==> config.mk <==
export PLATFORM = sky130hd
export DESIGN_NAME = uart_rx_sys
export DESIGN_NICKNAME = d
export VERILOG_FILES = /design/src/rtl/uart_pkg.sv /design/src/rtl/baud_tick_gen.sv /design/src/rtl/uart_rx_sys.sv
export SDC_FILE = /design/constraint.sdc
export NUM_CORES = 1
export LEC_CHECK = 0
export CORE_MARGIN = 2
export CORE_UTILIZATION = 29
export DETAILED_ROUTE_END_ITERATION = 10
export GPL_TIMING_DRIVEN = 0
export MAX_ROUTING_LAYER = met4
export PLACE_DENSITY_LB_ADDON = 0.25
export REMOVE_ABC_BUFFERS = 1
export SLEW_MARGIN = 20
export SYNTH_ARGS = -nofsm -noshare
export SYNTH_HDL_FRONTEND = slang
export SYNTH_HIERARCHICAL = 1
export SYNTH_SLANG_ARGS = --single-unit
==> constraint.sdc <==
create_clock -name clock -period 2.4 [get_ports clock]
set_input_delay 0.24 -clock clock [delete_from_list [all_inputs] [get_ports clock]]
set_output_delay 0.24 -clock clock [all_outputs]
set_load 0.02 [all_outputs]
==> src/rtl/uart_pkg.sv <==
// uart_pkg: constants and FSM encoding shared by the UART receive path
// and, later, the transmit path (freq38K/uart_tx).
//   DATA_BITS     payload bits per 8N1 frame
//   OVERSAMPLE    oversample ticks per bit (receiver counters assume 16)
//   MID_LO/MID/MID_HI  sample counts used for the majority vote
//   S_*           receiver FSM state encoding (3 bits)
//   calc_div()    clocks per oversample tick for a given clock and baud
package uart_pkg;

  localparam int DATA_BITS  = 8;
  localparam int OVERSAMPLE = 16;
  localparam int MID_LO     = 7;
  localparam int MID        = 8;
  localparam int MID_HI     = 9;

  localparam logic [2:0] S_IDLE  = 3'd0;
  localparam logic [2:0] S_START = 3'd1;
  localparam logic [2:0] S_DATA  = 3'd2;
  localparam logic [2:0] S_STOP  = 3'd3;
  localparam logic [2:0] S_BREAK = 3'd4;

  // Integer division: the tick rate ends up slightly fast of the true
  // baud, which the mid-bit sampling easily absorbs over one frame.
  function automatic int calc_div(input int clk_freq, input int baud,
                                  input int os = OVERSAMPLE);
    return clk_freq / (baud * os);
  endfunction

endpackage

==> src/rtl/baud_tick_gen.sv <==
// baud_tick_gen: free-running divider producing one oversample tick.
//   clock  in   system clock, rising edge
//   reset  in   asynchronous active-low reset (counter -> 0)
//   tick   out  high for one clock when the count reaches DIV-1
module baud_tick_gen #(
  parameter int DIV = 82
) (
  input  logic clock,
  input  logic reset,
  output logic tick
);

  localparam int CW = (DIV > 1) ? $clog2(DIV) : 1;

  logic [CW-1:0] r_cnt;
  logic          w_wrap;

  assign w_wrap = (r_cnt == CW'(DIV - 1));
  assign tick   = w_wrap;

  always_ff @(posedge clock or negedge reset) begin
    if (!reset) begin
      r_cnt <= '0;
    end else if (w_wrap) begin
      r_cnt <= '0;
    end else begin
      r_cnt <= r_cnt + CW'(1);
    end
  end

endmodule

==> src/rtl/uart_rx_sys.sv <==
// uart_rx_sys: 8N1 UART receiver with 16x oversampling, 2-flop input
// synchronizer, 3-sample majority vote, framing/overrun detection and a
// valid/ack output handshake.
//   clock      in   system clock, rising edge
//   reset      in   asynchronous active-low reset
//   rxPin      in   asynchronous serial line, idles high
//   rx_ack     in   consumer takes rx_data while rx_valid=1
//   rx_data    out  last accepted byte (LSB first on the line)
//   rx_valid   out  rx_data holds an unconsumed byte
//   frame_err  out  one-clock pulse when the stop bit samples 0
//   overrun    out  sticky: a completed byte was dropped
//   busy       out  FSM is not idle
module uart_rx_sys
  import uart_pkg::*;
#(
  parameter int CLK_FREQ   = 50000000,
  parameter int BAUD       = 38000,
  parameter int OVERSAMPLE = 16,
  parameter int DIV        = calc_div(CLK_FREQ, BAUD, OVERSAMPLE)
) (
  input  logic                 clock,
  input  logic                 reset,
  input  logic                 rxPin,
  input  logic                 rx_ack,
  output logic [DATA_BITS-1:0] rx_data,
  output logic                 rx_valid,
  output logic                 frame_err,
  output logic                 overrun,
  output logic                 busy
);

  logic                 r_sync1, r_sync2, r_sync_d;
  logic                 w_tick;
  logic [2:0]           r_state;
  logic [3:0]           r_samp_cnt;
  logic [2:0]           r_bit_idx;
  logic [DATA_BITS-1:0] r_shift;
  logic                 r_s_lo, r_s_mid;
  logic [DATA_BITS-1:0] r_rx_data;
  logic                 r_rx_valid, r_frame_err, r_overrun;

  logic w_fall, w_vote, w_at_hi, w_at_last;
  logic w_stop_ok, w_load, w_ovr_set, w_consume, w_stop_bad;

  baud_tick_gen #(.DIV(DIV)) u_tick (
    .clock (clock),
    .reset (reset),
    .tick  (w_tick)
  );

  // Falling edge seen on the synchronized line (one extra flop of history).
  assign w_fall    = r_sync_d & ~r_sync2;
  // Count-9 sample is taken live; counts 7 and 8 were captured earlier.
  assign w_vote    = (r_s_lo & r_s_mid) | (r_s_lo & r_sync2) | (r_s_mid & r_sync2);
  assign w_at_hi   = w_tick && (r_samp_cnt == 4'(MID_HI));
  assign w_at_last = w_tick && (r_samp_cnt == 4'(OVERSAMPLE - 1));

  assign w_stop_ok  = (r_state == S_STOP) && w_at_hi && w_vote;
  assign w_stop_bad = (r_state == S_STOP) && w_at_hi && !w_vote;
  // An ack on the completion clock frees the holding register in time.
  assign w_load     = w_stop_ok && (!r_rx_valid || rx_ack);
  assign w_ovr_set  = w_stop_ok && r_rx_valid && !rx_ack;
  assign w_consume  = r_rx_valid && rx_ack;

  assign rx_data   = r_rx_data;
  assign rx_valid  = r_rx_valid;
  assign frame_err = r_frame_err;
  assign overrun   = r_overrun;
  assign busy      = (r_state != S_IDLE);

  // Synchronizer resets high so releasing reset never looks like a start edge.
  always_ff @(posedge clock or negedge reset) begin
    if (!reset) begin
      r_sync1  <= 1'b1;
      r_sync2  <= 1'b1;
      r_sync_d <= 1'b1;
    end else begin
      r_sync1  <= rxPin;
      r_sync2  <= r_sync1;
      r_sync_d <= r_sync2;
    end
  end

  always_ff @(posedge clock or negedge reset) begin
    if (!reset) begin
      r_samp_cnt <= '0;
      r_s_lo     <= 1'b1;
      r_s_mid    <= 1'b1;
    end else begin
      if ((r_state == S_IDLE) && w_fall) begin
        r_samp_cnt <= '0;
      end else if (w_tick) begin
        r_samp_cnt <= r_samp_cnt + 4'd1;
      end
      if (w_tick && (r_samp_cnt == 4'(MID_LO))) r_s_lo  <= r_sync2;
      if (w_tick && (r_samp_cnt == 4'(MID)))    r_s_mid <= r_sync2;
    end
  end

  always_ff @(posedge clock or negedge reset) begin
    if (!reset) begin
      r_state   <= S_IDLE;
      r_bit_idx <= '0;
      r_shift   <= '0;
    end else begin
      case (r_state)
        S_IDLE: begin
          if (w_fall) r_state <= S_START;
        end
        S_START: begin
          // A start bit that votes high was noise; drop it silently.
          if (w_at_hi && w_vote) begin
            r_state <= S_IDLE;
          end else if (w_at_last) begin
            r_state   <= S_DATA;
            r_bit_idx <= '0;
          end
        end
        S_DATA: begin
          if (w_at_hi) r_shift[r_bit_idx] <= w_vote;
          if (w_at_last) begin
            if (r_bit_idx == 3'(DATA_BITS - 1)) r_state <= S_STOP;
            else                                r_bit_idx <= r_bit_idx + 3'd1;
          end
        end
        S_STOP: begin
          if (w_at_hi) r_state <= w_vote ? S_IDLE : S_BREAK;
        end
        S_BREAK: begin
          // Wait out a held-low line so it reports only one framing error.
          if (r_sync2) r_state <= S_IDLE;
        end
        default: r_state <= S_IDLE;
      endcase
    end
  end

  always_ff @(posedge clock or negedge reset) begin
    if (!reset) begin
      r_rx_data   <= '0;
      r_rx_valid  <= 1'b0;
      r_frame_err <= 1'b0;
      r_overrun   <= 1'b0;
    end else begin
      if (w_load) begin
        r_rx_data  <= r_shift;
        r_rx_valid <= 1'b1;
      end else if (w_consume) begin
        r_rx_valid <= 1'b0;
      end
      r_frame_err <= w_stop_bad;
      if (w_ovr_set)      r_overrun <= 1'b1;
      else if (w_consume) r_overrun <= 1'b0;
    end
  end

endmodule

==> summary.md <==
| Metric | Value |
|---|---|
| Final Cycle Share | 92.6% |
| Top_reg_cell synth | dfrtp_1 |
| TritonCTS clock tree | yes |
| Status | completed |
| Final WL | 3.73 mm |
| Largest net degree at the start of global routing | 33 |
| Top cell type's share of synthesized area | 43.5% |
| Power Density | 558 nW/um2 |
| Final Hold Vio Count | 0 |
| Placed cells | 261 |
| Ports | 16 |
| Worst-path clk slew | 0.08 ns |
| Wire length of the first global-routing pass | 6.20 mm |
| CP required | 2.57 ns |
| Port-buffer cells | 15 |
| GP Congestion | 0.771 |
| Most frequent cell after synthesis | dfrtp_1 |
| Routed vias | 1270 |
| DRC | 0 |
| Maxcap violations | 0 |
| Static leakage | 1.11 nW |
| Overflow after GRT | 0 |
| Critical path class | flip-flop to flip-flop |
| DIE AREA | 7840 um2 |
| ANT nets after route | 0 |
| Power Total | 1.35 mW |
| Initial core utilization | 30.2% |
| Worst min path class | input pin to asynchronous set/reset pin |
| Syn Area/Cell | 13.2 um2 |
| Layout Cells excl Fill | 271 |
| Crit start category | flip-flop |
| Distinct cell type count after synthesis | 51 |
| Reg2reg path depth | 7 |
| Fin util | 35.2% |
| Initial antenna violation count | 0 |
| # clock sinks | 41 |
| Reg2Reg Setup Slack | 0.18 ns |
| Unrepaired setup endpoints after global routing | false |
| Final Max Tran Viols | 0 |
| Post-Syn Area | 2070 um2 |
| Syn Inst Count | 157 |
| Antenna cells | 0 |
| Largest cells by area after synthesis | dfrtp_1 (43%), mux2_4 (6.5%), dfstp_2 (6.3%) |
| Num CTS Buffers | 5 |
| Pre-Repair DR Iteration Count | 4 |
| Synth Warn # | 6 |
| Synth top cells by count | dfrtp_1 (36), mux2_4 (9), nor2_1 (9) |
| Crit Path Max Fanout | 15 |
| Tot GR Track Use | 10.7% |
| Fin nets | 185 |
| Chip width | 88.6 um |
| Worst Setup End Kind | flip-flop |
| Post-synth EDFFs | 0 |
| Synth area leader | dfrtp_1 |
| Vias in the first global route | 1240 |
| DRT iter0 DRCs | 80 |
| Crit path DAT | 2.40 ns |
| Worst Tran Pin Value | 0.393 ns |
| Layout cells sized above 1 | 24.0% |
| Hpwl dp | 2.54 mm |
| Relative slew margins | 73.7% |
| Root Buffer | clkbuf_8 |
| Chip height | 88.6 um |
| Final Critical Period | 2.22 ns |
| Clock Skews | 0.00442 ns |
| Htree depth | 2 |
| Area Growth Syn to Fin | 16.8% |
| Wire per inst | 13.8 um |
| Finish-stage setup viols | 0 |
| Row cnt | 30 |
| Post-synthesis register bit count | 41 |
| Fmax | 450 MHz |
| Final setup TNS | 0 ns |
| CORE AREA | 6870 um2 |
| Vias per cell | 4.69 |
| Sequential-to-total area share from yosys stat | 49.8% |
| Clk Latency, worst-skew pair | 0.29 ns |
| Maximum VDD drop | 0.000264 V |
| Async set or reset register ratio after synthesis | 100% |
| CTS Buffer Depth | 2 |
layout make-up:
type,instances,area [um2]
fill,681,4450
sequential,41,1030
multi-input combinational,102,947
timing repair buffer,18,183
tap,96,120
clock buffer,7,86.3
clock inverter,1,30.0
inverter,6,22.5
worst paths after layout:
kind,from,endpoint
max reg2reg,u_tick/r_cnt[1]$_DFF_PN0_,rx_data[2]$_DFFE_PN0P_
max,u_tick/r_cnt[1]$_DFF_PN0_,rx_data[2]$_DFFE_PN0P_
min reg2reg,r_sync1$_DFF_PN1_,r_sync2$_DFF_PN1_
max in group asynchronous,reset,r_shift[6]$_DFFE_PN0P_
min,reset,r_samp_cnt[1]$_DFFE_PN0P_
min in group clock,rxPin,r_sync1$_DFF_PN1_
state kept, by name, indices dropped and copies added (netlist names):
name and cells:
r_s_mid 1, r_samp_cnt 4, r_shift 8, frame_err 1
r_sync2 1, overrun 1, u_tick/r_cnt 7, r_s_lo 1
r_state 3, r_sync_d 1, r_sync1 1, rx_valid 1
rx_data 8, r_bit_idx 3
where the power goes:
| group | switching [mW] | internal (mW) |
|---|---|---|
| clock | 0.236 | 0.339 |
| sequential | 0.0111 | 0.699 |
| combinational | 0.0344 | 0.0305 |
| total | 0.282 | 1.07 |
critical path: stages, from the launching register on:
cell and delay [ns]:
dfrtp_1 0.41, inv_1 0.07, ha_1 0.15, nand4b_1 0.16
nor3_4 0.25, and4b_4 0.43, nand4_4 0.27, mux2_4 0.37
cell families after synthesis:
kind of cell	Yosys count	share of synthesized area, %
AOI/OAI and AO/OA	15	5.73
buffers and inverters	14	4.71
xor gates and xnor gates	7	2.96
adders and majority gates	8	4.77
DFF	41	49.8
and+or+nand+nor	51	19.1
muxes	21	12.9
placed cells by master (no fill, tap or decap), types with 4 or more instances in the layout:
cell / n
clkdlybuf4s50_1: 14
mux2_4: 9
mux2_1: 6
nand3_1: 5
xnor2_1: 4
inv_1: 6
mux2_2: 4
nand4b_1: 5
nor2_1: 9
dfrtp_1: 36
clkbuf_8: 6
ha_1: 7
nand4_1: 4
dfstp_2: 5
stage by stage:
step	hold WS [ns]	instance area (um2)	setup slack [ns]
CTS	0.338	2420	0.0864
finish	0.336	2420	0.177
floorplan	-0.0556	2000	0.0884
global route	0.340	2420	0.0840
detailed placement	0.121	2280	-0.399
global placement	0.349	2270	-0.281
repair_timing:
item | CTS | global route
endpoints found under the hold margin | 4 | 0
pin swaps | 1 | 0
endpoints found under the setup margin | 18 | 8
gates resized for setup | 1 | 1
setup buffers | 1 | 0
gates cloned | 0 | 0
hold buffers | 1 | 0
per-layer routing:
layer | global-route usage (%) | part of all wire [%] | up-vias
li1 | - | - | 609
met2 | 15.4 | 47 | 18
met1 | 14.9 | 50 | 641
met4 | 3.31 | 0.46 | 0
met3 | 2.80 | 3.1 | 2
met5 | - | 0 | -
Power figures use the tool's default switching activity.
